[src/rtl/mem_arbiter.sv]
// Purpose: shares one memory port between icache (client 0) and dcache (client 1), one transaction per grant.
// Latency: one arbitration cycle in IDLE; afterwards request, write data and response pass through combinationally.
// Backpressure: the owner sees mem readies directly; the non-owner sees ready=0 and is held off until the grant frees.
module mem_arbiter #(
    parameter int ADDR_BITS = 28,
    parameter int DATA_BITS = 128,
    parameter int PRIO_MODE = 0
) (
    input  logic                       clk,
    input  logic                       reset,
    input  logic [1:0]                 cli_req_valid,
    output logic [1:0]                 cli_req_ready,
    input  logic [2*ADDR_BITS-1:0]     cli_req_addr,
    input  logic [1:0]                 cli_req_rw,
    input  logic [1:0]                 cli_req_data_valid,
    output logic [1:0]                 cli_req_data_ready,
    input  logic [2*DATA_BITS-1:0]     cli_req_data_bits,
    input  logic [2*(DATA_BITS/8)-1:0] cli_req_data_mask,
    output logic [1:0]                 cli_resp_valid,
    output logic [DATA_BITS-1:0]       cli_resp_data,
    output logic                       mem_req_valid,
    input  logic                       mem_req_ready,
    output logic [ADDR_BITS-1:0]       mem_req_addr,
    output logic                       mem_req_rw,
    output logic                       mem_req_data_valid,
    input  logic                       mem_req_data_ready,
    output logic [DATA_BITS-1:0]       mem_req_data_bits,
    output logic [DATA_BITS/8-1:0]     mem_req_data_mask,
    input  logic                       mem_resp_valid,
    input  logic [DATA_BITS-1:0]       mem_resp_data,
    output logic                       busy
);

    localparam int MASK_BITS = DATA_BITS / 8;

    typedef enum logic [1:0] {IDLE, REQ, RESP} state_t;

    state_t state, state_d;
    logic   owner, owner_d;
    logic   rr_last, rr_last_d;
    logic   req_done, req_done_d;
    logic   data_done, data_done_d;

    logic   own_req_valid;
    logic   own_rw;
    logic   own_data_valid;
    logic   req_hs;
    logic   data_hs;
    logic   winner;

    assign own_req_valid  = cli_req_valid[owner];
    assign own_rw         = cli_req_rw[owner];
    assign own_data_valid = cli_req_data_valid[owner];
    assign req_hs         = mem_req_valid & mem_req_ready;
    assign data_hs        = mem_req_data_valid & mem_req_data_ready;
    assign busy           = (state != IDLE);

    // Winner selection: ties go to the client not served last, or always to dcache in priority mode.
    always_comb begin
        winner = cli_req_valid[1];
        if (cli_req_valid == 2'b11)
            winner = (PRIO_MODE != 0) ? 1'b1 : ~rr_last;
    end

    // Datapath and handshake routing; only the owner's valids/readies are ever connected.
    always_comb begin
        cli_req_ready      = 2'b00;
        cli_req_data_ready = 2'b00;
        cli_resp_valid     = 2'b00;
        cli_resp_data      = mem_resp_data;
        mem_req_valid      = 1'b0;
        mem_req_data_valid = 1'b0;
        mem_req_rw         = own_rw;
        mem_req_addr       = owner ? cli_req_addr[ADDR_BITS +: ADDR_BITS]
                                   : cli_req_addr[0 +: ADDR_BITS];
        mem_req_data_bits  = owner ? cli_req_data_bits[DATA_BITS +: DATA_BITS]
                                   : cli_req_data_bits[0 +: DATA_BITS];
        mem_req_data_mask  = owner ? cli_req_data_mask[MASK_BITS +: MASK_BITS]
                                   : cli_req_data_mask[0 +: MASK_BITS];
        case (state)
            REQ: begin
                // A completed handshake is masked so neither side sees it twice.
                mem_req_valid             = own_req_valid & ~req_done;
                mem_req_data_valid        = own_rw & own_data_valid & ~data_done;
                cli_req_ready[owner]      = mem_req_ready & ~req_done;
                cli_req_data_ready[owner] = own_rw & mem_req_data_ready & ~data_done;
            end
            RESP: begin
                cli_resp_valid[owner] = mem_resp_valid;
            end
            default: ;
        endcase
    end

    // Next-state logic for the grant FSM and its bookkeeping registers.
    always_comb begin
        state_d     = state;
        owner_d     = owner;
        rr_last_d   = rr_last;
        req_done_d  = req_done;
        data_done_d = data_done;
        case (state)
            IDLE: begin
                if (|cli_req_valid) begin
                    owner_d = winner;
                    state_d = REQ;
                end
            end
            REQ: begin
                if (!req_done && !own_req_valid) begin
                    // Owner withdrew before acceptance: release without crediting the round-robin.
                    state_d     = IDLE;
                    req_done_d  = 1'b0;
                    data_done_d = 1'b0;
                end else if (!own_rw) begin
                    if (req_hs)
                        state_d = RESP;
                end else if ((req_done | req_hs) && (data_done | data_hs)) begin
                    state_d     = IDLE;
                    rr_last_d   = owner;
                    req_done_d  = 1'b0;
                    data_done_d = 1'b0;
                end else begin
                    req_done_d  = req_done | req_hs;
                    data_done_d = data_done | data_hs;
                end
            end
            RESP: begin
                if (mem_resp_valid) begin
                    state_d   = IDLE;
                    rr_last_d = owner;
                end
            end
            default: state_d = IDLE;
        endcase
    end

    // State register; rr_last resets to 1 so client 0 wins the first tie.
    always_ff @(posedge clk or negedge reset) begin
        if (!reset) begin
            state     <= IDLE;
            owner     <= 1'b0;
            rr_last   <= 1'b1;
            req_done  <= 1'b0;
            data_done <= 1'b0;
        end else begin
            state     <= state_d;
            owner     <= owner_d;
            rr_last   <= rr_last_d;
            req_done  <= req_done_d;
            data_done <= data_done_d;
        end
    end

endmodule

[config.mk]
export PLATFORM = sky130hd
export DESIGN_NAME = mem_arbiter
export DESIGN_NICKNAME = d
export VERILOG_FILES = /design/src/rtl/mem_arbiter.sv
export SDC_FILE = /design/constraint.sdc
export NUM_CORES = 1
export LEC_CHECK = 0
export ABC_AREA = 1
export BUFFER_PORTS_ARGS = -buffer_cell sky130_fd_sc_hd__buf_2
export CAP_MARGIN = 0
export CORE_AREA = 5 5 308 310
export DETAILED_ROUTE_END_ITERATION = 6
export DIE_AREA = 0 0 313 315
export GPL_TIMING_DRIVEN = 1
export HOLD_SLACK_MARGIN = 0.06
export PLACE_DENSITY = 0.32
export SYNTH_ARGS = -nofsm -noshare
export SYNTH_HDL_FRONTEND = slang
export SYNTH_SLANG_ARGS = --single-unit
export TNS_END_PERCENT = 1
[constraint.sdc]
create_clock -name clk -period 4.2 [get_ports clk]
set_clock_uncertainty 0.2 [all_clocks]
set_input_delay 1.05 -clock clk [delete_from_list [all_inputs] [get_ports clk]]
set_output_delay 1.05 -clock clk [all_outputs]
set_load 0.02 [all_outputs]
======== Yosys cells after proc, flatten, opt, wreduce, memory -nomap -nowiden ========
Cells that the tools add are included.
cells by class
  magnitude comparators ................... 2
  eq/ne operators ......................... 10
  multiplexer cells ....................... 35
  bitwise logic cells ..................... 16
  reductions and logical operators ........ 14
operator list
  operator                                            number
  2-to-1 mux 128 bit                                  1
  2-to-1 mux 28 bit                                   1
  2-to-1 mux 1 bit                                    20
  2-to-1 mux 2 bit                                    9
  2-to-1 mux 16 bit                                   1
  inequality test 2 bit, second input constant        5
  bitwise AND 1 bit                                   8
  inequality test 4 bit, second input constant        2
  bitwise AND 2 bit                                   3
  one-hot mux 2 bit (3 select lines)                  1
  nonzero test 2 bit                                  3
  AND reduction 5 bit                                 1
  == test 2 bit, second input constant                2
  AND reduction 2 bit                                 2
  AND reduction 4 bit                                 1
  logical AND 1 bit                                   3
  NOT 1 bit                                           3
  == test 2 x 1 -> 1 bit, second input constant       1
  zero test 1 bit                                     2
  zero test 2 bit                                     1
  < comparator 1 x 2 -> 1 bit, second input constant  1
  bitwise OR 1 bit                                    2
  one-hot mux 1 bit (2 select lines)                  1
  OR reduction 2 bit                                  1
  other kinds (2)                                     2
word-level totals
  flip-flop bits (word level) ............. 6
  bits of input ports ..................... 483
  output and inout port bits .............. 310
  logic and storage cells ................. 82

======== Longest topological paths before layout ========
Gate-level depths: netlist (run 1).
  word-level depth ........................ 12
  mapped depth ............................ 11

======== Worst setup path before layout (run 1) ========
No wires, ideal clock.
  path type ............................... input port to output port
  start ................................... input port cli_req_rw[1]
  end ..................................... output port cli_req_data_ready[0]
  arrival ................................. 1.972 ns
  data required time ...................... 2.950 ns
  slack ................................... 0.978 ns
  cell stages on the path ................. 6
  path buffers ............................ 0
  cells stage by stage .................... inv_1 nand2_1 nand2_4 inv_1 nand3_1 nor3_1
between the ends
  cells in the longest elaborated chain, start to end .. 6
RTL lines
  what                                                 RTL line  text
  from (decl)                                          14        input logic [1:0] cli_req_rw,
  2-to-1 mux 1 bit (not written as such) (2 in a row)  52        assign own_rw = cli_req_rw[owner];
  net mem_req_rw                                       24        output logic mem_req_rw,
  bitwise AND 1 bit (2 in a row)                       86        cli_req_data_ready[owner] = own_rw & mem_req_data_ready & ~data_done;
  bitwise AND 2 bit (no line)                          -
  2-to-1 mux 2 bit                                     80        case (state)
  to (decl)                                            16        output logic [1:0] cli_req_data_ready,
The timed path passes the listed nets, and every way through them passes these cells. The select of a mux whose other input is x is not followed.

======== Final worst setup path (run 1) ========
  start ................................... register owner
  end ..................................... output port mem_req_data_bits[9]
between the ends
  cells in the longest elaborated chain, start to end .. 1
RTL lines
  what                    RTL line  text
  from (decl)             39        logic owner, owner_d;
  from (signal assigned)  148       owner <= owner_d;
  2-to-1 mux 128 bit      76        mem_req_data_bits = owner ? cli_req_data_bits[DATA_BITS +: DATA_BITS]
  to (decl)               27        output logic [DATA_BITS-1:0] mem_req_data_bits,
Every way passes these cells.

==> out/metrics.yaml, run 1 <==
setup_path:
  crit_chain: "inv_6 > buf_12 > nand2_1 > nand2_1 > buf_2"
  worst_ep_required_time_ps: 2950
  critical_path_class: "register to primary output"
  path_common_cell: "nand2_1"
  regToRegSetupSlack_ps: 1920
  crit_arrival_ps: 2020
  cpPeakStageDelay_ps: 520
  cp_slowest_cell: "dfrtp_4"
  end_kind: "primary output"
  r2r-start: "owner"
  r2r_end: "state[0]"
  critPathMaxFanout: 63
  cp-start-kind: "register"
  r2r_cells: 9
timing:
  period_needed_ps: 3270
  hold_viol: 0
  hold_slack_ps: 287
  tns_ps: 0
  max_freq_ghz: 0.306
  rsz0062_at_grt: "no"
  tightest_slew_ps: 529
  setup_slack_ps: 928
  period_share: 0.779
  final_max_slew_viol_count: 0
  finalSetupViolCount: 0
  max_slew_margin: 0.647
cts:
  cts_hold_buffers: 0
  cts_tree: "built"
  htreeDepth: 1
  cts.sinks: 6
  cts_resized: 0
  postCtsSetupRepairBufs: 0
  worstSkewPairLatency_ps: 230
  cts_buffers: 3
  ctsLongestPathBuffers: 2
  cts_root_buf: "clkbuf_16"
  clk_pin_slew_ps: 40
detailed_routing:
  viasPerCell: 2.50
  detail_route.first_pass.iterations: 4
  drc: 0
  wl_per_cell_um: 14.4
  dr_wl_met2_mm: 16.7
  vias: 5812
  maxUsedRoutingLayer: "met5"
  drt-total-wl_mm: 33.5
  wl_met3_mm: 6.64
  ant_nets: 0
  wl_met1_mm: 9.47
  drtIter0Drc: 222
floorplan:
  die_h_um: 315
  die_area_um2: 98600
  start_util: 0.0389
  fp.dieW_um: 313
  rows: 111
  io_pins: 793
  core_area_um2: 91400
yosys:
  synth_top_family_by_area: "simple AND/OR/NAND/NOR gates"
  synth_xor_area_frac: 0
  syn_inst: 756
  ys_ff_latch: 6
  avgSynthCellArea_um2: 4.70
  synth_fa_ha_area_frac: 0
  yosys.area_share.simple: 0.610
  yosys.cell_types.count: 25
  synthMuxAreaShare: 0
  yosys_warnings: 0
  synth_nets: 1239
  yosysTopAreaCellShare: 0.562
  synth_compound_area_frac: 0.0123
  synth-seq-area-share: 0.0426
  synth.area.top_cells: "nand2_1, buf_4, dfrtp_1"
  syn_area_um2: 3550
  synth_top_cell_by_area: "nand2_1"
grt:
  grt_overflow: 0
  antenna_found_initial: 3
  grt_pass1_vias: 5730
  track_usage: 0.0603
  grt_max_degree: 91
  grt_pass1_wl_mm: 42.6
power:
  p_total_mw: 3.85
  ir_drop_mv: 0.232
  p_leak_nw: 4.02
  p_per_area_nw_per_um2: 569
cells_and_area:
  fin_util: 0.0741
  fin_area_um2: 6770
  instances_no_fill: 2324
  fill_cells: 11000
  syn2layout_area_growth_pct: 90.5
  layout.nets: 1621
  drive_gt1_frac: 0.490
placed_design:
  place_congestion: 0.803
  placed_cell_area_um2: 6690
  hpwl_mm: 30.6
  dp_slack_ps: 1010
  io_buffers: 536
  dp.cells: 2319
run_status:
  status: "complete, no violations"
flow_run:
  maxCapViolCount: 0
min_path:
  min_path_cells: 2
  hold_start: "rr_last"
  hold_path_class: "register to register"
  holdPathEnd: "rr_last"
## synthesized netlist by cell type, drive strengths merged
master	instances
nand3b	1
nor2	9
a32o	1
o22ai	1
nor3	5
nand3	8
o21ai	3
dfstp	1
dfrtp	5
inv	14
a21oi	1
nand2	536
o31ai	1
nor2b	1
clkbuf	19
buf	148
nand4	2
## power breakdown
group / switching, mW / internal, mW
logic: 2.53 / 1.05
registers: 0.0230 / 0.0865
clock network: 0.0325 / 0.126
## worst max-delay path by stage
stage                        startpoint                     to  depth (start not counted)  slack, ps
after floorplan           cli_req_rw[1]  cli_req_data_ready[0]                          6        980
after global placement    cli_req_rw[1]  cli_req_data_ready[0]                          8        960
final                             owner   mem_req_data_bits[9]                          5        930
after global routing              owner   mem_req_data_bits[9]                          5        790
after detailed placement  cli_req_rw[1]  cli_req_data_ready[1]                          8       1010
after CTS                         owner   mem_req_data_bits[9]                          5        920
## cell usage in the layout (no fill, tap or decap), types with 2 or more instances in the layout
cell type / synthesis / layout
buf_2: 17 / 536
nand2_1: 532 / 532
inv_1: 12 / 12
nand3_1: 8 / 8
nor2_1: 7 / 7
nor3_1: 5 / 5
buf_4: 128 / 5
dfrtp_1: 5 / 4
nand2_2: 3 / 3
o21ai_0: 3 / 3
clkbuf_16: 0 / 3
buf_12: 0 / 3
nor2_4: 2 / 2
nand4_1: 2 / 2
## routing by layer
metal / GRT usage / vias up
met5: 0.00593 / -
met2: 0.109 / 478
met4: 0.0136 / 8
met1: 0.0505 / 2402
met3: 0.0500 / 38
li1: - / 2886
## worst max-delay path: cells and delay by family (launching register included)
kind	cells	cell delay, ps
and+or+nand+nor	2	250
buffers and inverters	3	910
DFF	1	520
## sequential cells by signal (all words and copies together), names as in the netlist
register,cells
rr_last,1
data_done,1
state,2
req_done,1
owner,1
## logic make-up (layout without fill, tap and decap cells)
| group | count (synthesis) | in the layout |
|---|---|---|
| AND/OR/NAND/NOR | 562 | 562 |
| buffers and inverters | 181 | 562 |
| AO/OA/AOI/OAI | 7 | 7 |
| flip-flops | 6 | 6 |
| other | 0 | 1 |
## final cells by class
class	instances	area, um^2	area share
inverter	14	57.6	0.00850
antenna	1	2.50	0.000370
tap	1186	1480	0.219
multi-input combinational	569	2210	0.327
sequential	6	155	0.0229
clock buffer	4	78.8	0.0116
timing repair buffer	544	2780	0.411
No activity file was read; power rests on OpenSTA's default activity.
==> run 2, diff against run 1 <==
--- a/config.mk
+++ b/config.mk
@@ -8,12 +8,12 @@
 export ABC_AREA = 1
 export BUFFER_PORTS_ARGS = -buffer_cell sky130_fd_sc_hd__buf_2
 export CAP_MARGIN = 0
-export CORE_AREA = 5 5 308 310
+export CORE_AREA = 5 5 302 304
 export DETAILED_ROUTE_END_ITERATION = 6
-export DIE_AREA = 0 0 313 315
+export DIE_AREA = 0 0 307 309
 export GPL_TIMING_DRIVEN = 1
 export HOLD_SLACK_MARGIN = 0.06
-export PLACE_DENSITY = 0.32
+export PLACE_DENSITY = 0.33
 export SYNTH_ARGS = -nofsm -noshare
 export SYNTH_HDL_FRONTEND = slang
 export SYNTH_SLANG_ARGS = --single-unit
==> constraint.sdc (replaced) <==
create_clock -name clk -period 3.11 [get_ports clk]
set_clock_uncertainty 0.2 [all_clocks]
set_input_delay 0.7775 -clock clk [delete_from_list [all_inputs] [get_ports clk]]
set_output_delay 0.7775 -clock clk [all_outputs]
set_load 0.02 [all_outputs]
==> run 2 against run 1 <==
Effect of this change:
- non-clock buffer count is 4 higher
- sequential share of layout area about the same
- utilization increased by 0.36 points
- cell count decreased by 0.77%
- combinational power rose by 40%
- register-to-register slack worse by 840 ps
- clock power increased by 34%
- flip-flop and latch count stayed put
- die area is 3.8% lower
- setup slack got worse by 710 ps
==> out/metrics.yaml, run 2 (synthesis results as in run 1) <==
setup_path:
  end_kind: "primary output"
  r2r-start: "owner"
  cp-start-kind: "primary input"
  worst_ep_required_time_ps: 2130
  r2r_end: "rr_last"
  crit_arrival_ps: 1910
  r2r_cells: 10
  critical_path_class: "primary input to primary output"
  regToRegSetupSlack_ps: 1080
  cp-endpoint: "mem_req_data_valid"
  critPathMaxFanout: 4
  crit_path_start: "cli_req_rw[0]"
cells_and_area:
  layout.nets: 1625
  largest_register_ffs: 2
  syn2layout_area_growth_pct: 92.3
  drive_gt1_frac: 0.493
  final_cell_mix: "buf_2, nand2_1, inv_1"
  instances_no_fill: 2306
  seqCellArea_um2: 155
  multiInputGateArea_um2: 2220
  fill_cells: 10600
  regMostFlops: "state"
  final_common_cell: "buf_2"
  diodes: 0
power:
  p_leak_nw: 4.06
  pwr-share-comb: 0.931
  ir_drop_mv: 0.308
  p_sw_frac: 0.664
  internal-power_mw: 1.81
  p_per_area_nw_per_um2: 787
  seqPwrFrac: 0.030
  p_sw_mw: 3.57
  clock_power_share: 0.039
grt:
  antenna_found_initial: 3
  grt_pass1_wl_mm: 44.9
  grt_pass1_vias: 5813
  grt_overflow: 0
  grt_max_degree: 99
  track_usage: 0.0677
timing:
  tightest_slew_ps: 569
  period_needed_ps: 2890
  setup_slack_ps: 223
  hold_viol: 0
  finalSetupViolCount: 0
  max_freq_ghz: 0.346
  period_share: 0.928
  tns_ps: 0
  rsz0062_at_grt: "no"
  max_slew_margin: 0.620
  hold_slack_ps: 175
  final_max_slew_viol_count: 0
placed_design:
  hpwl_mm: 33.4
  io_buffers: 536
  dp.cells: 2302
  dp_slack_ps: -40.2
  place_congestion: 0.820
cts:
  htreeDepth: 1
  cts_root_buf: "clkbuf_16"
  clk_pin_slew_ps: 30
  cts_hold_buffers: 0
  cts_buffers: 3
  worstSkewPairLatency_ps: 230
  cts_tree: "built"
  cts.sinks: 6
  ctsLongestPathBuffers: 2
floorplan:
  fp.dieW_um: 307
  die_h_um: 309
  start_util: 0.0404
  die_area_um2: 94900
  core_area_um2: 88000
  rows: 109
  io_pins: 793
detailed_routing:
  ant_nets: 0
  viasPerCell: 2.55
  detail_route.first_pass.iterations: 4
  wl_per_cell_um: 15.7
  vias: 5884
  wl_met1_mm: 9.52
  drtIter0Drc: 295
  maxUsedRoutingLayer: "met5"
  drc: 0
  drt-total-wl_mm: 36.3
  dr_wl_met2_mm: 16.4
  wl_met3_mm: 8.35
min_path:
  hold_path_class: "primary input to async pin"
flow_run:
  maxCapViolCount: 0
run_status:
  status: "complete, no violations"
run 2: worst min path at each step:
stage,end,startpoint,cells past startpoint
6_report,owner,reset,1
3_5_place_dp,rr_last,rr_last,2
3_3_place_gp,rr_last,rr_last,2
2_1_floorplan,rr_last,rr_last,2
5_1_grt,req_done,reset,1
4_1_cts,req_done,reset,1
run 2: routing by layer:
layer	vias to the layer above	global-route usage
li1	2891	-
met1	2385	0.0535
met2	532	0.113
met3	68	0.0627
met4	8	0.0304
met5	-	0.0168
run 2: power groups by stage:
stage                     Combinational (mW)  Clock [mW]  Sequential [mW]
after global routing                    5.52       0.225            0.167
after global placement                  5.17           0            0.164
after CTS                               5.11       0.217            0.163
final                                   5.01       0.212            0.161
after floorplan                         3.25           0            0.126
after detailed placement                5.09           0            0.164
run 2: layout make-up:
class | count | share of cell area
Clock buffer | 4 | 0.0115
Timing Repair Buffer | 548 | 0.420
Sequential cell | 6 | 0.0227
Multi-Input combinational cell | 569 | 0.324
Tap cell | 1165 | 0.213
Inverter | 14 | 0.00842
run 2: what timing repair did:
action                     in CTS  in global routing
buffers inserted                0                  0
gates resized for setup         1                  0
setup endpoints to repair       1                  0
run 2: stage by stage:
step | instance area [um^2] | utilization | power, mW
finish | 6830 | 0.0777 | 5.38
global route | 6830 | 0.0777 | 5.91
CTS | 6830 | 0.0777 | 5.49
detailed placement | 6750 | 0.0767 | 5.26
global placement | 6750 | 0.0767 | 5.33
floorplan | 3550 | - | 3.37
run 2: critical path: stages:
cell,delay (ps)
buf_2,100
inv_1,70
nand2_2,90
nand2_4,80
nor2_4,120
inv_2,70
nor3_2,270
buf_4,180
buf_2,160
==> run 3, diff against run 2 <==
==> config.mk (replaced) <==
export PLATFORM = sky130hd
export DESIGN_NAME = mem_arbiter
export DESIGN_NICKNAME = d
export VERILOG_FILES = /design/src/rtl/mem_arbiter.sv
export SDC_FILE = /design/constraint.sdc
export NUM_CORES = 1
export LEC_CHECK = 0
export BUFFER_PORTS_ARGS = -buffer_cell sky130_fd_sc_hd__buf_2
export CAP_MARGIN = 0
export CORE_AREA = 5 5 307 309
export DETAILED_ROUTE_END_ITERATION = 6
export DIE_AREA = 0 0 312 314
export GPL_TIMING_DRIVEN = 1
export HOLD_SLACK_MARGIN = 0.06
export PLACE_DENSITY = 0.32
export SYNTH_ARGS = -nofsm -noshare
export SYNTH_HDL_FRONTEND = slang
export SYNTH_SLANG_ARGS = --single-unit
export TNS_END_PERCENT = 1
==> run 3 against run 2 <==
Effect of this change:
- first-iteration DRC count fell by 67%
- non-clock buffer count rose by 1
- utilization fell by 0.25 points
- sequential share of layout area barely moved
- clock-buffer cell count did not move
- fmax rose by 2.1%
- die area rose by 3.3%
- via count fell by 22%
- routed wire length rose by 8.2%
- clock power barely moved
- global-route usage rose by 0.66 points
- setup slack improved by 59 ps
==> out/metrics.yaml, run 3 <==
setup_path:
  cpPeakStageDelay_ps: 540
  cp_top_family: "buffers and inverters"
  path_buf_inv: 3
  end_kind: "primary output"
  crit_chain: "buf_12 > buf_12 > mux2_2 > buf_2"
  cp_slowest_cell: "dfrtp_4"
  regToRegSetupSlack_ps: 950
  cp-start-kind: "register"
  crit_arrival_ps: 1850
  r2r-start: "owner"
  critical_path_class: "register to primary output"
  crit_path_start: "owner"
  critPathMaxFanout: 30
  worst_ep_required_time_ps: 2130
  path_common_cell: "buf_12"
detailed_routing:
  vias: 4612
  detail_route.first_pass.iterations: 4
  wl_per_cell_um: 19.8
  viasPerCell: 2.33
  drc: 0
  ant_nets: 0
  drt-total-wl_mm: 39.3
  drtIter0Drc: 98
cells_and_area:
  regMostFlops: "state"
  fill_cells: 10800
  syn2layout_area_growth_pct: 97.4
  final_cell_mix: "buf_2, mux2_2, nor2_1, buf_4, buf_12"
  drive_gt1_frac: 0.942
  final_common_cell: "buf_2"
  layout.nets: 1261
  largest_register_ffs: 2
grt:
  grt_overflow: 0
  grt_max_degree: 38
  antenna_found_initial: 38
  grt_pass1_wl_mm: 48.4
  grt_pass1_vias: 4914
  track_usage: 0.0742
yosys:
  synth.area.top_cells: "mux2_2, buf_4, dfrtp_1"
  avgSynthCellArea_um2: 9.30
  yosysTopAreaCellShare: 0.568
  synth-edff-count: 0
  async_flop_share: 1.00
  yosys_warnings: 0
  synthTopCellsByCount: "mux2_2, buf_4, buf_2"
  ys_ff_latch: 6
  syn_area_um2: 3470
  synth_nets: 856
  yosysMostFrequentCell: "mux2_2"
  syn_inst: 373
  synth-seq-area-share: 0.0437
  yosys.cell_types.count: 30
  synth_ff_type: "dfrtp_1"
  synth_top_cell_by_area: "mux2_2"
cts:
  cts_tree: "built"
  clk_pin_slew_ps: 30
  htreeDepth: 1
  cts_hold_buffers: 0
  cts.sinks: 6
  ctsLongestPathBuffers: 2
  cts_buffers: 3
  postCtsSetupRepairBufs: 0
  cts_root_buf: "clkbuf_16"
  cts_resized: 0
  worstSkewPairLatency_ps: 230
power:
  clock_power_share: 0.045
  p_sw_mw: 2.70
  ir_drop_mv: 0.236
  p_total_mw: 4.70
  p_sw_frac: 0.576
  p_leak_nw: 3.11
  internal-power_mw: 1.99
  p_per_area_nw_per_um2: 686
  pwr-share-comb: 0.912
  seqPwrFrac: 0.043
min_path:
  hold_path_class: "primary input to async pin"
timing:
  tightest_slew_ps: 464
  hold_slack_ps: 183
  max_freq_ghz: 0.354
  period_needed_ps: 2830
  period_share: 0.909
  final_max_slew_viol_count: 0
  max_slew_margin: 0.691
  tns_ps: 0
  finalSetupViolCount: 0
  hold_viol: 0
  rsz0062_at_grt: "no"
floorplan:
  die_area_um2: 98000
  die_h_um: 314
  fp.dieW_um: 312
  start_util: 0.0381
  core_area_um2: 91100
  io_pins: 793
  rows: 111
flow_run:
  maxCapViolCount: 0
placed_design:
  place_congestion: 0.757
  hpwl_mm: 37.4
  io_buffers: 536
run_status:
  status: "complete, no violations"
==> run 3: changes by cell type in the layout (fill, tap and decap cells not counted), sizes merged, moves of 4 or more <==
cell    before  now
nand2      536    3
mux2         0  176
diode        0   17
inv         14    2
nand3        8    0
nand2b       0    4
nor3         5    1
nor4b        0    4
==> run 3: worst paths after layout <==
kind / end / cells past startpoint
worst max-delay path: mem_req_data_bits[58] / 4
worst min-delay path: data_done / 1
worst max register to register: state[0] / 5
worst min register to register: rr_last / 1
max in group asynchronous: rr_last / 1
min in group clk: rr_last / 1
==> run 3: final cells by class <==
cell class,count,area [um^2],area share
Clock buffer,4,78.8,0.0115
Sequential cell,6,155,0.0227
Inverter,2,7.51,0.00110
Antenna cell,17,42.5,0.00621
Timing Repair Buffer,549,2840,0.415
Tap cell,1186,1480,0.217
Multi-Input combinational cell,216,2240,0.327
==> run 3: power by group through the flow <==
stage	logic, mW	registers [mW]	clock network, mW
6_report	4.29	0.200	0.211
5_1_grt	4.59	0.209	0.222
4_1_cts	4.43	0.199	0.217
3_5_place_dp	4.41	0.199	0
3_3_place_gp	4.42	0.203	0
2_1_floorplan	2.76	0.132	0
==> run 3: routing by layer <==
metal	GRT usage	wire, um	vias up
met3	0.0533	6680	96
met4	0.0324	2000	24
met1	0.0727	13100	1959
met2	0.120	17400	515
met5	0	152	-
li1	-	-	2018
==> run 3: metrics by stage <==
step                      cell area, um^2  utilization  instances  worst slack, ps
final                                6850       0.0751       1980              281
after global routing                 6820       0.0749       1971              189
after CTS                            6800       0.0747       1963              237
after detailed placement             6730       0.0738       1959              324
after global placement               6730       0.0738       1959              352
after floorplan                      3470            -        373              257
==> run 3: cell families after synthesis <==
group	synth area share
muxes	0.573
buffers and inverters	0.312
and+or+nand+nor	0.0480
AOI/OAI and AO/OA	0.0242
DFF	0.0437
